<file path="src/rtl/stream_wr_pkg.sv">
// stream_wr_pkg: FSM states, AXI response code, beat size and burst-alignment helper shared by the burst writer.
package stream_wr_pkg;
  typedef enum logic [2:0] {IDLE, WAIT, ADDR, DATA, RESP} state_e;
  localparam logic [1:0] AXI_RESP_OKAY = 2'b00;
  localparam int BEAT_BYTES = 8;
  function automatic int burst_shift(input int burst_len);
    return $clog2(burst_len * BEAT_BYTES);
  endfunction
endpackage

</file>
<file path="src/rtl/stream_burst_addr_gen.sv">
// stream_burst_addr_gen: burst address and burst counter; load latches an aligned base and a burst count,
// step advances one burst, rewind restarts at the latched base; last_burst flags the final burst of a frame.
module stream_burst_addr_gen
  import stream_wr_pkg::*;
#(
  parameter int ADDR_W    = 32,
  parameter int BURST_LEN = 16,
  parameter int CNT_W     = 20
) (
  input  logic              fclk,
  input  logic              rst,
  input  logic              load,
  input  logic              step,
  input  logic              rewind,
  input  logic [ADDR_W-1:0] base,
  input  logic [CNT_W-1:0]  count,
  output logic [ADDR_W-1:0] addr,
  output logic              last_burst
);
  localparam int SH = burst_shift(BURST_LEN);
  localparam logic [ADDR_W-1:0] STEP = ADDR_W'(BURST_LEN * BEAT_BYTES);
  logic [ADDR_W-1:0] base_q, base_d, addr_q, addr_d;
  logic [CNT_W-1:0] total_q, total_d, cnt_q, cnt_d;
  always_comb begin
    base_d  = load ? (base >> SH) << SH : base_q;
    total_d = load ? count : total_q;
    addr_d  = load ? base_d : rewind ? base_q : step ? addr_q + STEP : addr_q;
    cnt_d   = (load || rewind) ? '0 : step ? cnt_q + CNT_W'(1) : cnt_q;
  end
  always_ff @(posedge fclk) begin
    if (rst) begin
      base_q  <= '0;
      total_q <= '0;
      addr_q  <= '0;
      cnt_q   <= '0;
    end else begin
      base_q  <= base_d;
      total_q <= total_d;
      addr_q  <= addr_d;
      cnt_q   <= cnt_d;
    end
  end
  assign addr       = addr_q;
  assign last_burst = cnt_q == total_q - CNT_W'(1);
endmodule

</file>
<file path="src/rtl/stream_burst_writer.sv">
// stream_burst_writer: drains a FWFT FIFO into aligned fixed-length AXI3 write bursts, one at a time.
// Control: start/stop/cont, base_addr, frame_bursts. FIFO side: din/din_valid/din_ready/burst_valid.
// AXI side: AW (addr/len/valid/ready), W (data/strb/last/valid/ready), B (resp/valid/ready).
// Status: busy, frame_done pulse, sticky err.
module stream_burst_writer
  import stream_wr_pkg::*;
#(
  parameter int ADDR_W    = 32,
  parameter int BURST_LEN = 16,
  parameter int CNT_W     = 20
) (
  input  logic              fclk,
  input  logic              rst,
  input  logic              start,
  input  logic              stop,
  input  logic              cont,
  input  logic [ADDR_W-1:0] base_addr,
  input  logic [CNT_W-1:0]  frame_bursts,
  input  logic [63:0]       din,
  input  logic              din_valid,
  output logic              din_ready,
  input  logic              burst_valid,
  output logic [ADDR_W-1:0] m_awaddr,
  output logic [3:0]        m_awlen,
  output logic              m_awvalid,
  input  logic              m_awready,
  output logic [63:0]       m_wdata,
  output logic [7:0]        m_wstrb,
  output logic              m_wlast,
  output logic              m_wvalid,
  input  logic              m_wready,
  input  logic [1:0]        m_bresp,
  input  logic              m_bvalid,
  output logic              m_bready,
  output logic              busy,
  output logic              frame_done,
  output logic              err
);
  state_e state_q, state_d;
  logic stop_q, stop_d, cont_q, cont_d, err_q, err_d;
  logic [3:0] beat_q, beat_d;
  logic w_hs, last_beat, stop_now, load, step, rewind, last_burst;
  stream_burst_addr_gen #(.ADDR_W(ADDR_W), .BURST_LEN(BURST_LEN), .CNT_W(CNT_W)) u_addr (
    .fclk       (fclk),
    .rst        (rst),
    .load       (load),
    .step       (step),
    .rewind     (rewind),
    .base       (base_addr),
    .count      (frame_bursts),
    .addr       (m_awaddr),
    .last_burst (last_burst)
  );
  assign m_awvalid  = state_q == ADDR;
  assign m_wvalid   = state_q == DATA && din_valid;
  assign din_ready  = state_q == DATA && m_wready;
  assign m_wlast    = state_q == DATA && last_beat;
  assign m_bready   = state_q == RESP;
  assign busy       = state_q != IDLE;
  assign frame_done = step && last_burst;
  assign err        = err_q;
  assign m_awlen    = 4'(BURST_LEN - 1);
  assign m_wstrb    = 8'hFF;
  assign m_wdata    = din;
  always_comb begin
    stop_now  = stop_q || stop;
    w_hs      = m_wvalid && m_wready;
    last_beat = beat_q == 4'(BURST_LEN - 1);
    load      = state_q == IDLE && start;
    step      = state_q == RESP && m_bvalid;
    // continuous mode rewinds at the frame end unless a stop is waiting to be honoured
    rewind    = step && last_burst && cont_q && !stop_now;
    cont_d    = load ? cont : cont_q;
    err_d     = load ? 1'b0 : (step && m_bresp != AXI_RESP_OKAY) ? 1'b1 : err_q;
    beat_d    = w_hs ? (last_beat ? 4'd0 : beat_q + 4'd1) : beat_q;
    state_d   = state_q;
    case (state_q)
      IDLE:    state_d = start ? WAIT : IDLE;
      WAIT:    state_d = stop_now ? IDLE : burst_valid ? ADDR : WAIT;
      ADDR:    state_d = m_awready ? DATA : ADDR;
      DATA:    state_d = (w_hs && last_beat) ? RESP : DATA;
      RESP:    state_d = !m_bvalid ? RESP : (!last_burst || rewind) ? WAIT : IDLE;
      default: state_d = IDLE;
    endcase
    // stop is only remembered while active and is forgotten on the way back to IDLE
    stop_d = (state_q == IDLE || state_d == IDLE) ? 1'b0 : stop_now;
  end
  always_ff @(posedge fclk) begin
    if (rst) begin
      state_q <= IDLE;
      stop_q  <= 1'b0;
      cont_q  <= 1'b0;
      err_q   <= 1'b0;
      beat_q  <= 4'd0;
    end else begin
      state_q <= state_d;
      stop_q  <= stop_d;
      cont_q  <= cont_d;
      err_q   <= err_d;
      beat_q  <= beat_d;
    end
  end
endmodule

</file>
<file path="config.mk">
export PLATFORM = sky130hd
export DESIGN_NAME = stream_burst_writer
export DESIGN_NICKNAME = d
export VERILOG_FILES = /design/src/rtl/stream_wr_pkg.sv /design/src/rtl/stream_burst_addr_gen.sv /design/src/rtl/stream_burst_writer.sv
export SDC_FILE = /design/constraint.sdc
export NUM_CORES = 1
export LEC_CHECK = 0
export ABC_AREA = 1
export BUFFER_PORTS_ARGS = -buffer_cell sky130_fd_sc_hd__buf_2
export CAP_MARGIN = 20
export CORE_UTILIZATION = 55
export CTS_CLUSTER_DIAMETER = 60
export DETAILED_ROUTE_END_ITERATION = 10
export PLACE_DENSITY = 0.95
export SLEW_MARGIN = 20
export SYNTH_ARGS = -nofsm -noshare
export SYNTH_HDL_FRONTEND = slang
export SYNTH_SLANG_ARGS = --single-unit
</file>
<file path="constraint.sdc">
create_clock -name fclk -period 3.52 [get_ports fclk]
set_input_delay 0.528 -clock fclk [delete_from_list [all_inputs] [get_ports fclk]]
set_output_delay 0.528 -clock fclk [all_outputs]
set_load 0.01 [all_outputs]
</file>
==> impl_metrics.env, run 1 <==
export IMPL_die_x_um=114
export IMPL_cts_buffers=17
export IMPL_ys_flop_type="dfxtp_1"
export IMPL_synthArstFlopShare_pct=0
export IMPL_clock_skew_ns=0.0108
export IMPL_first_pass_iters=6
export IMPL_startpoint="u_addr.total_q[0]"
export IMPL_rows=40
export IMPL_finalHoldViolations=0
export IMPL_numPortBuffers=96
export IMPL_r2r_slack_ns=0.69
export IMPL_start_util_pct=57.0
export IMPL_syn_mean_instance_area_um2=6.59
export IMPL_layout_min_cycle_time_ns=3.06
export IMPL_clk_pin_slew_ns=0.06
export IMPL_cts_tree="done"
export IMPL_fp_coreArea_um2=12200
export IMPL_critical_path_class="flip-flop to output pin"
export IMPL_synth_seq_area_share_pct=32.9
export IMPL_cp_endpoint="frame_done"
export IMPL_pin_count=244
export IMPL_dp_cells=1228
export IMPL_relSlewSlack_pct=60.3
export IMPL_fmax_ghz=0.326
export IMPL_r2r_end="u_addr.addr[26]"
export IMPL_synth_top_area_share_pct=32.9
export IMPL_synth_top_cell_by_area="dfxtp_1"
export IMPL_grt_usage_pct=28.1
export IMPL_cp_cell_sequence="inv_2 > ha_1 > nand2_1 > inv_1 > nor2_1 > nand2_1 > nor2_1 > nand3_1 > nor2_1 > nand3_1 > nor2_4 > nand2_1 > nor2_1 > buf_2"
export IMPL_timing_final_crit_share_pct=87.1
export IMPL_powerDensity_nw_per_um2=532
export IMPL_worst_ep_required_time_ns=2.99
export IMPL_drc=0
export IMPL_vdd_drop_max_mv=0.324
export IMPL_crit_path_frequent_cell="nor2_1"
export IMPL_drive_gt1_share_pct=16.5
export IMPL_holdPathStages=3
export IMPL_whs_ns=0.364
export IMPL_n_antenna_cell=0
export IMPL_cts_root_buf="clkbuf_16"
export IMPL_dp_hpwl_um=11400
export IMPL_reg2regPathDepth=17
export IMPL_critPathMaxStageDelay_ns=0.37
export IMPL_synth_edf_count=0
export IMPL_holdBufCountCts=0
export IMPL_dieArea_um2=13100
export IMPL_synthTopCellsByCount="254 x nand2_1, 141 x inv_1, 114 x dfxtp_1, 105 x nor2_1"
export IMPL_tightest_slew_ns=0.580
export IMPL_vias_per_cell=5.37
export IMPL_crit_arrival_ns=2.54
export IMPL_netlist_instances=1053
export IMPL_cp_slowest_cell="dfxtp_1"
export IMPL_ys_warn_count=0
export IMPL_grt_start_max_net_pins=52
export IMPL_cts_sinks=114
export IMPL_grt_ovfl_total=0
export IMPL_worstHoldPathType="primary input to flip-flop"
export IMPL_antenna_found_initial=0
export IMPL_r2r_start="u_addr.total_q[0]"
export IMPL_fin_total_pwr_w=0.00409
export IMPL_drv_cap=0
export IMPL_wl_um=17700
export IMPL_finalSetupViolCount=0
export IMPL_clock_path_buffers=2
export IMPL_ys_ff_latch=114
export IMPL_fin_cells=1260
export IMPL_tns_ns=0
export IMPL_synth_cell_types=36
export IMPL_synth_area_leaders="dfxtp_1 33%, nand2_1 14%, buf_4 8.7%"
export IMPL_status="complete, no violations"
export IMPL_path_depth=14
export IMPL_drtIter0Drc=549
export IMPL_final_antenna_net_count=0
export IMPL_grt_pass1_vias=6448
export IMPL_post_cts_repair_setup_buffers=0
export IMPL_cp_top_family="simple AND/OR/NAND/NOR gates"
export IMPL_endpoint_kind="output pin"
export IMPL_post_cts_resized=0
export IMPL_area_growth_pct=10.8
export IMPL_final_max_slew_violation_count=0
export IMPL_grt_pass1_wl_um=29200
export IMPL_finalNetCount=1211
export IMPL_start_kind="flip-flop"
export IMPL_synth_most_common_cell="nand2_1"
export IMPL_worstPathMaxFanout=7
export IMPL_wire_per_inst_um=14.1
export IMPL_clk_latency_ns=0.42
export IMPL_via_count=6765
export IMPL_gp_congestion=0.919
export IMPL_synth_area_um2=6940
export IMPL_grt_setup_unrepaired="no"
export IMPL_fp_dieH_um=114
export IMPL_cellLeakagePower_nw=3.80
export IMPL_path_buf_inv=3
export IMPL_htreeDepth=4
worst min path at each step:
stage | startpoint | to | slack [ns]
after floorplan | u_addr.base_q[4] | u_addr.base_q[4] | 0.41
after global placement | u_addr.base_q[5] | u_addr.base_q[5] | 0.41
after detailed placement | u_addr.base_q[4] | u_addr.base_q[4] | 0.42
after CTS | frame_bursts[7] | u_addr.total_q[7] | 0.36
after global routing | frame_bursts[16] | u_addr.total_q[16] | 0.38
final | frame_bursts[10] | u_addr.total_q[10] | 0.36
cell families (layout without fill, tap and decap cells):
| group | count (synthesis) | count (layout) | synth area share, % |
|---|---|---|---|
| and+or+nand+nor | 513 | 513 | 33.2 |
| buffers and inverters | 258 | 286 | 18.5 |
| DFF | 114 | 114 | 32.9 |
| AOI/OAI and AO/OA | 113 | 113 | 8.32 |
| xor gates and xnor gates | 50 | 50 | 6.31 |
| adders and majority gates | 4 | 4 | 0.722 |
| other | 1 | 12 | 0.0541 |
worst register-to-register path: stages, from the launching register on:
cell and delay (ns):
dfxtp_1 0.37, inv_2 0.09, ha_1 0.36, nand2_1 0.12
inv_1 0.05, nor2_1 0.09, nand2_1 0.06, nor2_1 0.13
nand3_1 0.09, nor2_1 0.12, nand3_1 0.13, nor2_4 0.14
nand4_4 0.27, inv_2 0.45, nand2_1 0.12, nand3_1 0.10
nand2_1 0.05, inv_1 0.04
metal layers:
layer | part of all wire [%] | GRT usage, % | up-vias
met5 | 0 | 0 | -
met4 | 3.4 | 15.2 | 0
met3 | 7.8 | 6.88 | 64
met2 | 49 | 48.7 | 323
met1 | 39 | 31.8 | 3123
li1 | - | - | 3255
flip-flops by register name, indices dropped and copies added, names as in the netlist:
signal and cells:
cont_q 1, err 1, stop_q 1, u_addr.total_q 20, beat_q 4, state_q 3
u_addr.cnt_q 20, u_addr.base_q 32, u_addr.addr 32
per-stage QoR:
step / setup slack, ns / util, % / cell area (um2)
2_1_floorplan: 1.33 / - / 6980
3_3_place_gp: 0.905 / 57.7 / 7010
3_5_place_dp: 0.843 / 57.7 / 7010
4_1_cts: 0.497 / 63.2 / 7690
5_1_grt: 0.286 / 63.2 / 7690
6_report: 0.455 / 63.2 / 7690
layout make-up:
class,count,area [um2]
Inverter,149,559
Clock buffer,19,443
Multi-Input combinational cell,692,3410
Fill cell,973,4480
Sequential cell,114,2280
Tap cell,168,210
Timing Repair Buffer,105,548
Clock inverter,13,231
where the power goes:
group          total, W  internal [W]  switching [W]
clock network   0.00197       0.00135       0.000621
logic          0.000667      0.000237       0.000430
registers       0.00145       0.00137      0.0000847
total           0.00409       0.00295        0.00114
cells in the final DEF, fill, tap and decap left out, drive strengths merged:
cell and count:
nor3 17, a211oi 1, xor2 30, clkinv 6, a2111oi 1, o21bai 2
a21oi 60, ha 4, or2 3, nand2 261, xnor2 20, clkbuf 19
nand3b 3, conb 12, nand4 18, nor2 122, dfxtp 114, buf 105
o21ai 49, bufinv 6, nor4 4, nand3 82, inv 148, clkinvlp 2
nor3b 3
Power figures use the tool's default switching activity.
==> run 2: changes to the inputs <==
- clock period: 3.52 -> 3.8 ns (I/O delays scaled with it)
==> run 2 against run 1 <==
Compared with the run above:
- cell area down 1.1%
- sequential share of layout area grew 0.34 points
- final cell count is 0.16% lower
- register-to-register slack gained 0.11 ns
- setup slack improved by 0.26 ns
- via count shrank 1.3%
- highest routed layer unchanged
- total power decreased by 13%
==> impl_metrics.env, run 2 (synthesis gave the netlist of run 1 again) <==
export IMPL_path_buf_inv=3
export IMPL_cts_root_buf="clkbuf_16"
export IMPL_cp_slowest_cell="dfxtp_1"
export IMPL_fill_cells=973
export IMPL_via_count=6675
export IMPL_status="complete, no violations"
export IMPL_endpoint_kind="output pin"
export IMPL_cp_top_family="simple AND/OR/NAND/NOR gates"
export IMPL_clock_skew_ns=0.00786
export IMPL_wl_um=17200
export IMPL_pin_count=244
export IMPL_drtIter0Drc=546
export IMPL_post_cts_repair_setup_buffers=0
export IMPL_finalSetupViolCount=0
export IMPL_regArea_um2=2280
export IMPL_first_pass_iters=5
export IMPL_fp_dieH_um=114
export IMPL_relSlewSlack_pct=48.6
export IMPL_clk_pin_slew_ns=0.06
export IMPL_whs_ns=0.395
export IMPL_n_antenna_cell=0
export IMPL_clk_latency_ns=0.42
export IMPL_drive_gt1_share_pct=16.4
export IMPL_critical_path_class="flip-flop to output pin"
export IMPL_clock_path_buffers=2
export IMPL_holdBufCountCts=0
export IMPL_start_kind="flip-flop"
export IMPL_crit_arrival_ns=2.52
export IMPL_start_util_pct=57.0
export IMPL_dp_hpwl_um=11500
export IMPL_layout_commonest_cell="nand2_1"
export IMPL_wire_per_inst_um=13.7
export IMPL_numPortBuffers=96
export IMPL_rows=40
export IMPL_tns_ns=0
export IMPL_finalNetCount=1209
export IMPL_fp_coreArea_um2=12200
export IMPL_crit_path_frequent_cell="nor2_1"
export IMPL_cts_buffers=17
export IMPL_drv_cap=0
export IMPL_tightest_slew_ns=0.771
export IMPL_grt_ovfl_total=0
export IMPL_htreeDepth=4
export IMPL_vias_per_cell=5.31
export IMPL_die_x_um=114
export IMPL_antenna_found_initial=0
export IMPL_post_cts_resized=0
export IMPL_cp_cell_sequence="inv_2 > ha_1 > nand2_1 > inv_1 > nor2_1 > nand2_1 > nor2_1 > nand3_1 > nor2_1 > nand3_1 > nor2_4 > nand2_1 > nor2_1 > buf_2"
export IMPL_grt_start_max_net_pins=76
export IMPL_area_growth_pct=9.58
export IMPL_fmax_ghz=0.324
export IMPL_final_cell_mix="253 x nand2_1, 141 x inv_1, 114 x dfxtp_1"
export IMPL_drc=0
export IMPL_critPathMaxStageDelay_ns=0.36
export IMPL_vdd_drop_max_mv=0.345
export IMPL_cellLeakagePower_nw=3.74
export IMPL_cts_sinks=114
export IMPL_worst_ep_required_time_ns=3.23
export IMPL_dieArea_um2=13100
export IMPL_grt_setup_unrepaired="no"
export IMPL_grt_usage_pct=27.3
export IMPL_timing_final_crit_share_pct=81.3
export IMPL_multi_input_area_um2=3410
export IMPL_worstPathMaxFanout=7
export IMPL_layout_min_cycle_time_ns=3.09
export IMPL_grt_pass1_vias=6479
export IMPL_worstHoldPathType="primary input to flip-flop"
export IMPL_final_antenna_net_count=0
export IMPL_cts_tree="done"
export IMPL_gp_congestion=0.881
export IMPL_powerDensity_nw_per_um2=470
export IMPL_finalHoldViolations=0
export IMPL_final_max_slew_violation_count=0
export IMPL_grt_pass1_wl_um=28300
run 2: changes by cell type in the layout (fill, tap and decap cells not counted):
cell | previous run | this run
buf_4 | 9 | 7
clkinv_4 | 2 | 1
inv_6 | 1 | 0
clkinvlp_4 | 2 | 6
clkinv_2 | 2 | 4
clkbuf_1 | 1 | 0
bufinv_16 | 6 | 3
run 2: path summary, 6_finish.rpt:
kind                                         from            endpoint  slack (ns)  cells after the start
worst max-delay path            u_addr.total_q[0]          frame_done        0.71                     14
worst min-delay path             frame_bursts[10]  u_addr.total_q[10]        0.39                      3
worst max register to register  u_addr.total_q[0]      u_addr.addr[6]        0.80                     16
worst min register to register   u_addr.base_q[4]    u_addr.base_q[4]        0.43                      2
run 2: layout make-up:
cell class                      count  area share, %
Clock inverter                     14           2.16
Clock buffer                       18           5.78
Tap cell                          168           2.77
Timing Repair Buffer              103           7.01
Sequential cell                   114           30.0
Inverter                          149           7.36
Multi-Input combinational cell    692           44.9
run 2: worst register-to-register path, cell delays in order, from the launching register on:
cell,delay (ns)
dfxtp_1,0.36
inv_2,0.09
ha_1,0.35
nand2_1,0.10
inv_1,0.04
nor2_1,0.10
nand2_1,0.06
nor2_1,0.13
nand3_1,0.09
nor2_1,0.10
nand3_1,0.12
nor2_4,0.13
nand4_4,0.27
buf_4,0.33
inv_2,0.33
nand2_1,0.15
a21oi_1,0.17
run 2: report_power, final:
group          total [W]  internal (W)  switching, W
Clock            0.00162       0.00104      0.000579
Sequential       0.00134       0.00127     0.0000762
Combinational   0.000612      0.000218      0.000393
run 2: routing by layer:
layer | GRT usage [%] | routed length, um | part of all wire (%)
met4 | 15.0 | 596 | 3.5
met3 | 8.63 | 1500 | 8.7
met2 | 46.6 | 8420 | 49
met1 | 30.1 | 6670 | 39
met5 | 0 | 0 | 0
run 2: through the flow:
| step | instance area [um2] | power (W) | utilization (%) | setup slack, ns | cells |
|---|---|---|---|---|---|
| finish | 7600 | 0.00358 | 62.5 | 0.712 | 1258 |
| global route | 7600 | 0.00372 | 62.5 | 0.563 | 1258 |
| CTS | 7600 | 0.00358 | 62.5 | 0.727 | 1258 |
| detailed placement | 7000 | 0.00197 | 57.5 | 0.887 | 1226 |
| global placement | 7000 | 0.00194 | 57.5 | 0.996 | 1226 |
| floorplan | 6980 | 0.00188 | - | 1.57 | 1064 |
==> run 3: changes to the inputs <==
- CORE_UTILIZATION: 55 -> 46
- PLACE_DENSITY: 0.95 -> 0.9
- clock period: 3.8 -> 2.63 ns (I/O delays scaled with it)
==> run 3 against run 2 <==
Compared with the run above:
- the flow now finishes with violations (design-rule violations, negative setup slack)
- highest routed layer unchanged
- critical endpoint unchanged
- combinational power is 68% higher
- clock skew is 0.0023 ns higher
- largest cell class unchanged
- hold slack worse by 0.18 ns
==> impl_metrics.env, run 3 (synthesis gave the netlist of run 1 again) <==
export IMPL_utilization_pct=54.3
export IMPL_failed_checks="design-rule violations, negative setup slack"
export IMPL_final_cell_mix="250 x nand2_1, 140 x inv_1, 111 x dfxtp_1"
export IMPL_antenna_found_initial=0
export IMPL_pin_count=244
export IMPL_cp_cell_sequence="inv_4 > ha_4 > nand2_1 > inv_1 > nor2_2 > nand2_2 > nor2_4 > nand3_2 > nor2_2 > nand3_2 > nor2_4 > nand2_2 > nor2_2 > buf_2"
export IMPL_worstPathMaxFanout=4
export IMPL_n_antenna_cell=0
export IMPL_vias_per_cell=5.27
export IMPL_worstHoldPathType="primary input to flip-flop"
export IMPL_first_pass_iters=8
export IMPL_grt_pass1_vias=6636
export IMPL_cts_buffers=17
export IMPL_dp_hpwl_um=11800
export IMPL_layout_commonest_cell="nand2_1"
export IMPL_switching_power_w=0.00162
export IMPL_start_util_pct=47.4
export IMPL_switching_share_pct=30.8
export IMPL_relSlewSlack_pct=60.9
export IMPL_fin_cells=1296
export IMPL_clk_latency_ns=0.43
export IMPL_pre_cts_ws_ns=0.186
export IMPL_timing_final_crit_share_pct=105
export IMPL_met3_wirelength_um=1580
export IMPL_grt_usage_pct=23.4
export IMPL_final_max_slew_violation_count=0
export IMPL_fp_dieH_um=125
export IMPL_tns_ns=-0.144
export IMPL_cts_tree="done"
export IMPL_wl_um=18600
export IMPL_wire_per_inst_um=14.4
export IMPL_met2_length_um=9100
export IMPL_critPathMaxStageDelay_ns=0.37
export IMPL_cellLeakagePower_nw=3.89
export IMPL_clock_skew_ns=0.0101
export IMPL_grt_start_max_net_pins=53
export IMPL_holdBufCountCts=0
export IMPL_final_antenna_net_count=0
export IMPL_top_layer="met4"
export IMPL_cp_slowest_cell="dfxtp_2"
export IMPL_fin_area_um2=7960
export IMPL_status="complete, but fails checks"
export IMPL_fp_coreArea_um2=14600
export IMPL_crit_arrival_ns=2.38
export IMPL_path_buf_inv=3
export IMPL_cts_root_buf="clkbuf_16"
export IMPL_area_growth_pct=14.7
export IMPL_dp_cells=1250
export IMPL_fill_cells=1282
export IMPL_vdd_drop_max_mv=0.551
export IMPL_crit_path_frequent_cell="nor2_2"
export IMPL_gp_congestion=0.888
export IMPL_drt_met1_wl_um=7090
export IMPL_via_count=6836
export IMPL_clk_pin_slew_ns=0.06
export IMPL_drc=24
export IMPL_worst_ep_required_time_ns=2.24
export IMPL_finalHoldViolations=0
export IMPL_clock_path_buffers=2
export IMPL_finalSetupViolCount=1
export IMPL_intPower_w=0.00364
export IMPL_start_kind="flip-flop"
export IMPL_seqPwrFrac_pct=37.1
export IMPL_dieArea_um2=15600
export IMPL_numPortBuffers=96
export IMPL_cp_top_family="simple AND/OR/NAND/NOR gates"
export IMPL_finalNetCount=1231
export IMPL_drtIter0Drc=487
export IMPL_drive_gt1_share_pct=20.0
export IMPL_endpoint_kind="output pin"
export IMPL_die_x_um=125
export IMPL_grt_pass1_wl_um=29500
export IMPL_critical_path_class="flip-flop to output pin"
export IMPL_rows=44
export IMPL_tightest_slew_ns=0.572
export IMPL_drv_cap=0
export IMPL_placed_area_um2=7130
export IMPL_htreeDepth=4
export IMPL_cts_sinks=114
export IMPL_powerDensity_nw_per_um2=660
export IMPL_grt_setup_unrepaired="yes"
export IMPL_grt_ovfl_total=0
export IMPL_worst_slack_ns=-0.144
export IMPL_fmax_ghz=0.361
export IMPL_clkPwrFrac_pct=43.3
export IMPL_pwr_share_comb_pct=19.6
export IMPL_layout_min_cycle_time_ns=2.77
-- run 3: cell types whose count changed in the layout (fill, tap and decap cells not counted), sizes merged --
cell / before / now
clkinv: 7 / 9
inv: 147 / 148
clkbuf: 18 / 21
nor2: 122 / 123
buf: 103 / 123
bufinv: 3 / 2
clkinvlp: 6 / 2
-- run 3: worst paths after layout --
kind,slack [ns],depth (start not counted),to,start
hold reg to reg,0.43,2,u_addr.base_q[4],u_addr.base_q[4]
hold / removal,0.21,3,u_addr.total_q[16],frame_bursts[16]
setup reg to reg,0.03,19,u_addr.addr[24],u_addr.total_q[0]
setup / recovery,-0.14,14,frame_done,u_addr.total_q[0]
-- run 3: stage by stage --
stage,hold WS [ns],power (W)
2_1_floorplan,0.405,0.00271
3_3_place_gp,0.413,0.00284
3_5_place_dp,0.416,0.00287
4_1_cts,0.202,0.00515
5_1_grt,0.222,0.00548
6_report,0.213,0.00525
-- run 3: timing repair --
item | CTS | global route
buffers inserted | 6 | 6
endpoints found under the setup margin | 1 | 5
cloned | 0 | 2
pin swaps | 10 | 17
resized for setup | 9 | 26
-- run 3: layout make-up --
cell class	count	area (um2)	share of cell area (%)
repair buffers	124	762	9.58
clock buffers	20	447	5.61
multi-input cells	693	3530	44.3
clock inverters	12	134	1.68
flip-flops and latches	114	2290	28.8
well taps	184	230	2.89
inverters	149	567	7.12
-- run 3: worst min-delay path, stage by stage --
cell     delay (ns)
buf_2          0.10
nand2_1        0.05
a21oi_1        0.05
-- run 3: power by group through the flow --
stage | Clock [W] | Combinational, W | Sequential [W]
finish | 0.00227 | 0.00103 | 0.00195
CTS | 0.00228 | 0.000928 | 0.00194
detailed placement | 0 | 0.000896 | 0.00197
global route | 0.00237 | 0.00115 | 0.00196
floorplan | 0 | 0.000744 | 0.00197
global placement | 0 | 0.000866 | 0.00197
-- run 3: metal layers --
metal,vias up,global-route usage [%]
li1,3289,-
met4,0,14.7
met5,-,0
met3,79,6.23
met2,351,40.9
met1,3117,24.9
